File: src/rtl/goomba_sprite_if.sv
// goomba_sprite_if: pixel-scan, control and sprite-ROM signals of one Goomba sprite controller
interface goomba_sprite_if;
   logic        frame_tick;
   logic        spawn;
   logic        stomp;
   logic [9:0]  goomba_x;
   logic [9:0]  goomba_y;
   logic [9:0]  draw_x;
   logic [9:0]  draw_y;
   logic [11:0] rom_color;
   logic [8:0]  read_address;
   logic [1:0]  frame_sel;
   logic [1:0]  state;
   logic        pixel_on;
   logic [11:0] pixel_color;
   modport master (
      output frame_tick, spawn, stomp, goomba_x, goomba_y, draw_x, draw_y, rom_color,
      input  read_address, frame_sel, state, pixel_on, pixel_color
   );
   modport slave (
      input  frame_tick, spawn, stomp, goomba_x, goomba_y, draw_x, draw_y, rom_color,
      output read_address, frame_sel, state, pixel_on, pixel_color
   );
endinterface

File: src/rtl/goomba_sprite_ctrl.sv
// goomba_sprite_ctrl: Goomba lifecycle FSM, walk animation, hit test and 2-stage sprite pixel pipeline
module goomba_sprite_ctrl #(
   parameter int          SPRITE_W     = 20,
   parameter int          SPRITE_H     = 22,
   parameter int          ANIM_TICKS   = 8,
   parameter int          SQUASH_TICKS = 30,
   parameter logic [11:0] TRANSPARENT  = 12'h808
) (
   input logic             i_clk,
   input logic             i_rst,
   goomba_sprite_if.slave  bus
);
   localparam int AW = $clog2(ANIM_TICKS + 1);
   localparam int SW = $clog2(SQUASH_TICKS + 1);
   typedef enum logic [1:0] {IDLE = 2'd0, WALK = 2'd1, SQUASH = 2'd2} state_t;
   state_t        r_state, w_state;
   logic [1:0]    r_frame_sel, w_frame_sel;
   logic [AW-1:0] r_anim_cnt, w_anim_cnt;
   logic [SW-1:0] r_sq_cnt, w_sq_cnt;
   logic [8:0]    r_addr, w_addr;
   logic          r_hit, w_hit;
   logic          r_pixel_on, w_opaque;
   logic [11:0]   r_pixel_color;
   logic [10:0]   w_dx, w_dy;
   logic          w_anim_wrap;
   assign w_anim_wrap = r_anim_cnt == AW'(ANIM_TICKS - 1);
   always_comb begin
      w_state     = r_state;
      w_frame_sel = r_frame_sel;
      w_anim_cnt  = r_anim_cnt;
      w_sq_cnt    = r_sq_cnt;
      case (r_state)
         IDLE: if (bus.spawn) begin
            w_state     = WALK;
            w_anim_cnt  = '0;
            w_frame_sel = 2'd0;
         end
         WALK: if (bus.stomp) begin
            w_state     = SQUASH;
            w_sq_cnt    = '0;
            w_frame_sel = 2'd2;
         end else if (bus.frame_tick) begin
            w_anim_cnt  = w_anim_wrap ? '0 : r_anim_cnt + 1'b1;
            w_frame_sel = w_anim_wrap ? {1'b0, ~r_frame_sel[0]} : r_frame_sel;
         end
         SQUASH: if (bus.frame_tick) begin
            w_state  = (r_sq_cnt == SW'(SQUASH_TICKS - 1)) ? IDLE : SQUASH;
            w_sq_cnt = (r_sq_cnt == SW'(SQUASH_TICKS - 1)) ? '0 : r_sq_cnt + 1'b1;
         end
         default: w_state = IDLE;
      endcase
   end
   // 11-bit arithmetic keeps boxes that straddle x/y = 1023 from wrapping onto low coordinates
   assign w_dx     = {1'b0, bus.draw_x} - {1'b0, bus.goomba_x};
   assign w_dy     = {1'b0, bus.draw_y} - {1'b0, bus.goomba_y};
   assign w_hit    = (r_state != IDLE)
                   && (bus.draw_x >= bus.goomba_x) && ({1'b0, bus.draw_x} < {1'b0, bus.goomba_x} + 11'(SPRITE_W))
                   && (bus.draw_y >= bus.goomba_y) && ({1'b0, bus.draw_y} < {1'b0, bus.goomba_y} + 11'(SPRITE_H));
   assign w_addr   = w_hit ? 9'(w_dy * 11'(SPRITE_W) + w_dx) : '0;
   assign w_opaque = r_hit && (bus.rom_color != TRANSPARENT);
   always_ff @(posedge i_clk) begin
      if (i_rst) begin
         r_state       <= IDLE;
         r_frame_sel   <= 2'd0;
         r_anim_cnt    <= '0;
         r_sq_cnt      <= '0;
         r_addr        <= '0;
         r_hit         <= 1'b0;
         r_pixel_on    <= 1'b0;
         r_pixel_color <= '0;
      end else begin
         r_state       <= w_state;
         r_frame_sel   <= w_frame_sel;
         r_anim_cnt    <= w_anim_cnt;
         r_sq_cnt      <= w_sq_cnt;
         r_addr        <= w_addr;
         r_hit         <= w_hit;
         r_pixel_on    <= w_opaque;
         r_pixel_color <= w_opaque ? bus.rom_color : 12'h000;
      end
   end
   assign bus.read_address = r_addr;
   assign bus.frame_sel    = r_frame_sel;
   assign bus.state        = r_state;
   assign bus.pixel_on     = r_pixel_on;
   assign bus.pixel_color  = r_pixel_color;
endmodule

File: src/flat_wrapper.sv
// flat-port wrapper written by rule: the top's interface ports become plain ports
module goomba_sprite_ctrl_flat 
#(
   parameter int          SPRITE_W     = 20,
   parameter int          SPRITE_H     = 22,
   parameter int          ANIM_TICKS   = 8,
   parameter int          SQUASH_TICKS = 30,
   parameter logic [11:0] TRANSPARENT  = 12'h808
)
  (i_clk, i_rst, bus_frame_tick, bus_spawn, bus_stomp, bus_goomba_x, bus_goomba_y, bus_draw_x, bus_draw_y, bus_rom_color, bus_read_address, bus_frame_sel, bus_state, bus_pixel_on, bus_pixel_color);
  goomba_sprite_if bus_i ();
  input logic i_clk;
  input logic i_rst;
  input wire logic [$bits(bus_i.frame_tick)-1:0] bus_frame_tick;
  input wire logic [$bits(bus_i.spawn)-1:0] bus_spawn;
  input wire logic [$bits(bus_i.stomp)-1:0] bus_stomp;
  input wire logic [$bits(bus_i.goomba_x)-1:0] bus_goomba_x;
  input wire logic [$bits(bus_i.goomba_y)-1:0] bus_goomba_y;
  input wire logic [$bits(bus_i.draw_x)-1:0] bus_draw_x;
  input wire logic [$bits(bus_i.draw_y)-1:0] bus_draw_y;
  input wire logic [$bits(bus_i.rom_color)-1:0] bus_rom_color;
  output wire logic [$bits(bus_i.read_address)-1:0] bus_read_address;
  output wire logic [$bits(bus_i.frame_sel)-1:0] bus_frame_sel;
  output wire logic [$bits(bus_i.state)-1:0] bus_state;
  output wire logic [$bits(bus_i.pixel_on)-1:0] bus_pixel_on;
  output wire logic [$bits(bus_i.pixel_color)-1:0] bus_pixel_color;
  assign bus_i.frame_tick = bus_frame_tick;
  assign bus_i.spawn = bus_spawn;
  assign bus_i.stomp = bus_stomp;
  assign bus_i.goomba_x = bus_goomba_x;
  assign bus_i.goomba_y = bus_goomba_y;
  assign bus_i.draw_x = bus_draw_x;
  assign bus_i.draw_y = bus_draw_y;
  assign bus_i.rom_color = bus_rom_color;
  assign bus_read_address = bus_i.read_address;
  assign bus_frame_sel = bus_i.frame_sel;
  assign bus_state = bus_i.state;
  assign bus_pixel_on = bus_i.pixel_on;
  assign bus_pixel_color = bus_i.pixel_color;
  goomba_sprite_ctrl #(.SPRITE_W(SPRITE_W), .SPRITE_H(SPRITE_H), .ANIM_TICKS(ANIM_TICKS), .SQUASH_TICKS(SQUASH_TICKS), .TRANSPARENT(TRANSPARENT)) u_core (.i_clk(i_clk), .i_rst(i_rst), .bus(bus_i));
endmodule
File: config.mk
export PLATFORM = sky130hd
export DESIGN_NAME = goomba_sprite_ctrl_flat
export DESIGN_NICKNAME = d
export VERILOG_FILES = /design/src/rtl/goomba_sprite_if.sv /design/src/rtl/goomba_sprite_ctrl.sv /design/src/flat_wrapper.sv
export SDC_FILE = /design/constraint.sdc
export NUM_CORES = 1
export LEC_CHECK = 0
export BUFFER_PORTS_ARGS = -buffer_cell sky130_fd_sc_hd__buf_2
export CAP_MARGIN = 20
export CORE_MARGIN = 10
export CORE_UTILIZATION = 40
export DETAILED_ROUTE_END_ITERATION = 8
export SLEW_MARGIN = 20
export SYNTH_ARGS = -nofsm -noshare
export SYNTH_HDL_FRONTEND = slang
export SYNTH_SLANG_ARGS = --single-unit
export TNS_END_PERCENT = 1
File: constraint.sdc
create_clock -name i_clk -period 11.9 [get_ports i_clk]
set_input_delay 1.785 -clock i_clk [delete_from_list [all_inputs] [get_ports i_clk]]
set_output_delay 1.785 -clock i_clk [all_outputs]
set_load 0.05 [all_outputs]
==> summary.txt <==
Logic synthesis
  – Dominant synthesized flop cell: sky130_fd_sc_hd__dfxtp_1
  – Number of cells produced by synthesis: 347
  – Per-instance average area after synthesis: just under 9 um^2
  – Number of enable flip-flop cells after synthesis: 0
  – Sequential share of the synthesized area: 23.5%
  – Main area contributors after synthesis: sky130_fd_sc_hd__dfxtp_1 (24%), sky130_fd_sc_hd__ha_1 (23%), sky130_fd_sc_hd__fa_1 (6.5%), sky130_fd_sc_hd__xnor2_1 (6.0%), sky130_fd_sc_hd__inv_1 (4.3%)
  – Cell type contributing the most total cell area after synthesis: sky130_fd_sc_hd__dfxtp_1
  – Most common cell in the synthesized netlist: sky130_fd_sc_hd__ha_1
  – Post-synth top area share: between 20% and 30%
  – Number of synthesized register bits: 36
  – Top cells by count, synth: sky130_fd_sc_hd__ha_1 (56), sky130_fd_sc_hd__dfxtp_1 (36), sky130_fd_sc_hd__inv_1 (35)
  – Number of nets produced by synthesis: 470
  – Count of unique library cells instantiated by Yosys: 43
  – Fraction of synthesis flops using an asynchronous set or reset pin: 0%
  – Netlist Area Pre-Place: 3060 um^2
  – Synth warn: 0

Global routing
  – Via count of the first global-routing pass: roughly 2800
  – Number of antenna violations at the first check in global routing: 0
  – First-pass GRT wire length: around 12 mm
  – Tot GR Track Use: between 10% and 20%
  – Largest net degree at the start of global routing: 14
  – Global route overflow: 0

Floorplanning
  – Std cell rows: 31
  – Horizontal die dimension: approximately 110 um
  – Die boundary height: about 110 um
  – Number of ports placed on the die boundary: 83
  – Die Area: about 12000 um^2
  – Starting Density: a little over two fifths
  – Placeable core area: between 7000 and 8000 um^2

CTS
  – Sinks on the clock net: 36
  – Deepest level of the CTS H-tree: 2
  – Skew-Pair Late Insertion Delay: ~0.28 ns
  – Clock slew seen by the registers of the worst setup and hold paths: ~0.07 ns
  – Clock tree root driver cell: sky130_fd_sc_hd__clkbuf_8
  – TritonCTS clock tree: built
  – Post CTS Setup Buffer Count: 0
  – Post-CTS Hold Buffers: 0
  – Maximum count of clock buffers along a single path: 2
  – Number of clock buffers inserted by TritonCTS: 5
  – Quantity of gates resized following cts: 0

Final layout
  – Non-Filler Instances: about 530
  – Synth-to-layout area growth: 19.9%
  – Share of final-layout standard cells stronger than drive strength 1: between 20% and 30%
  – Filler cell count: 728
  – Final nets: 556
  – Final antenna diode count: 0
  – Sequential standard cell area: 721 um^2
  – Area occupied by multi-input gates: roughly 2200 um^2

STA
  – Number of hold violations in the final report: 0
  – Measured slew at the worst slew-check pin: 0.606 ns
  – Normalized max-slew margin: about 60%
  – Min Hold Slack: around 0.46 ns
  – Final worst-path setup slack: 6.62 ns
  – Post-route minimum period: about 5.3 ns
  – Clock skew after layout: between 0.004 and 0.005 ns
  – Final slew viol count: 0
  – Share of the clock period used by the worst path: about 44%
  – Final setup violating endpoints: 0
  – Final setup TNS: 0 ns
  – Unrepaired setup endpoints after global routing: no
  – Maximum achievable frequency: between 0.15 and 0.2 GHz

Critical path
  – Type of element capturing the critical path: register
  – Worst setup path class: in2reg
  – Setup crit start: bus_draw_y[0]
  – Crit path launch type: primary input
  – Worst Reg2Reg Path Length in Cells: 7
  – Critical path endpoint: u_core.bus.read_address[8]
  – Worst-case register-to-register setup slack: 9.91 ns
  – Worst endpoint required time: between 10 and 15 ns
  – Crit Path Max Fanout: 3
  – Worst R2R End: u_core.bus.frame_sel[0]
  – Worst EP arrival: approximately 5.4 ns
  – Startpoint of the worst register-to-register path: u_core.r_anim_cnt[0]

Route
  – DR vias/cell: between 4 and 5
  – DRC violation count after routing: 0
  – Antenna Nets Post-Route: 0
  – Final routed wire length divided by cell count: approximately 13 um
  – Number of iterations in the first detailed-routing pass: 5
  – Number of design-rule violations left by the first detailed-router iteration: 61
  – Number of vias after detailed routing: 2629
  – Total wire length: about 7.1 mm

Place
  – Global placement routability congestion: around 0.82
  – Half-perimeter wire length of the detailed placement result: between 6 and 7 mm
  – Post-Place Worst Slack: ~6.3 ns
  – Number of input and output port buffers inserted: 82
  – Number of placed instances with taps included: roughly 530

Pwr
  – Peak supply drop: 0.0000678 V
  – Power Density: approximately 120 nW/um^2
  – P_leak: 1.83 nW

Hold path
  – Start point of the worst hold path: u_core.bus.frame_sel[1]
  – Type of the most critical hold path: reg2reg

Job
  – Max-cap violations: 0

Run status
  – Outcome: completed
-- kinds of logic (layout without fill, tap and decap cells) --
group | after synthesis | in the layout | share of synthesized area [%]
flip-flops | 36 | 36 | 23.5
adder cells (fa/ha/maj) | 66 | 66 | 29.4
AO/OA/AOI/OAI | 73 | 73 | 15.5
XOR/XNOR | 31 | 31 | 9.32
AND/OR/NAND/NOR | 103 | 103 | 17.3
buffers and inverters | 38 | 125 | 4.91
-- layer usage --
layer / global-route usage [%] / up-vias / part of all wire (%)
met1: 15.6 / 1170 / 47
met3: 3.23 / 4 / 6.2
li1: - / 1380 / -
met2: 21.1 / 75 / 45
met4: 3.82 / 0 / 1.2
met5: 0 / - / 0
-- cell type report --
cell class / instances / area share [%]
clock buffer: 5 / 1.88
clock inverter: 3 / 0.511
inverter: 35 / 3.58
multi-input combinational: 273 / 59.8
sequential: 36 / 19.6
tap: 99 / 3.38
timing repair buffer: 82 / 11.2
-- stage by stage --
step / power (mW) / utilization (%) / area, um^2
finish: 0.435 / 50.1 / 3670
global route: 0.477 / 50.1 / 3670
CTS: 0.441 / 50.0 / 3660
detailed placement: 0.354 / 48.8 / 3580
global placement: 0.351 / 48.8 / 3580
floorplan: 0.306 / - / 3060
-- worst max-delay path: stages --
cell and delay, ns:
sky130_fd_sc_hd__buf_2 0.08, sky130_fd_sc_hd__inv_1 0.03, sky130_fd_sc_hd__ha_1 0.25, sky130_fd_sc_hd__fa_1 0.43
sky130_fd_sc_hd__nor2b_1 0.16, sky130_fd_sc_hd__o21ai_0 0.09, sky130_fd_sc_hd__a21oi_1 0.23, sky130_fd_sc_hd__ha_1 0.32
sky130_fd_sc_hd__fa_1 0.44, sky130_fd_sc_hd__xor2_1 0.18, sky130_fd_sc_hd__fa_1 0.38, sky130_fd_sc_hd__xnor2_1 0.21
sky130_fd_sc_hd__xnor3_1 0.34, sky130_fd_sc_hd__xnor2_1 0.18, sky130_fd_sc_hd__xnor2_1 0.16, sky130_fd_sc_hd__xnor2_1 0.13
sky130_fd_sc_hd__nor2_1 0.05
-- state kept, by name, summed over array words and instances, names as in the netlist --
signal and count:
u_core.bus.pixel_color 12, u_core.bus.read_address 9, u_core.r_sq_cnt 5, u_core.r_anim_cnt 4, u_core.bus.frame_sel 2, u_core.bus.state 2, u_core.bus.pixel_on 1, u_core.r_hit 1
-- how the worst min path moves through the flow --
stage | end | slack [ns] | depth (start not counted)
2_1_floorplan | u_core.r_anim_cnt[3] | 0.46 | 2
3_3_place_gp | u_core.bus.frame_sel[1] | 0.44 | 2
3_5_place_dp | u_core.bus.frame_sel[1] | 0.45 | 2
4_1_cts | u_core.bus.frame_sel[1] | 0.46 | 2
5_1_grt | u_core.bus.frame_sel[0] | 0.50 | 2
6_report | u_core.bus.frame_sel[1] | 0.46 | 2
-- layout by cell type (no fill, tap or decap), types with 5 or more instances in the layout --
cell type,n
sky130_fd_sc_hd__nand4_1,9
sky130_fd_sc_hd__a21oi_1,19
sky130_fd_sc_hd__nand2_1,17
sky130_fd_sc_hd__and2_1,12
sky130_fd_sc_hd__o21ai_0,15
sky130_fd_sc_hd__o21a_1,9
sky130_fd_sc_hd__fa_1,10
sky130_fd_sc_hd__ha_1,56
sky130_fd_sc_hd__buf_2,82
sky130_fd_sc_hd__nor2_1,34
sky130_fd_sc_hd__dfxtp_1,36
sky130_fd_sc_hd__xnor2_1,21
sky130_fd_sc_hd__clkbuf_8,5
sky130_fd_sc_hd__nor2b_1,5
sky130_fd_sc_hd__inv_1,35
sky130_fd_sc_hd__xor2_1,9
sky130_fd_sc_hd__nor3_1,8
sky130_fd_sc_hd__a211oi_1,6
sky130_fd_sc_hd__a21o_1,8
-- where the power goes --
part / leakage [nW] / switching [mW] / internal, mW / total [mW]
registers: 0.291 / 0.00222 / 0.123 / 0.125
clock network: 0.0479 / 0.0440 / 0.0408 / 0.0847
logic: 1.50 / 0.114 / 0.111 / 0.225
Note: power is estimated with default switching activity, not from simulation.
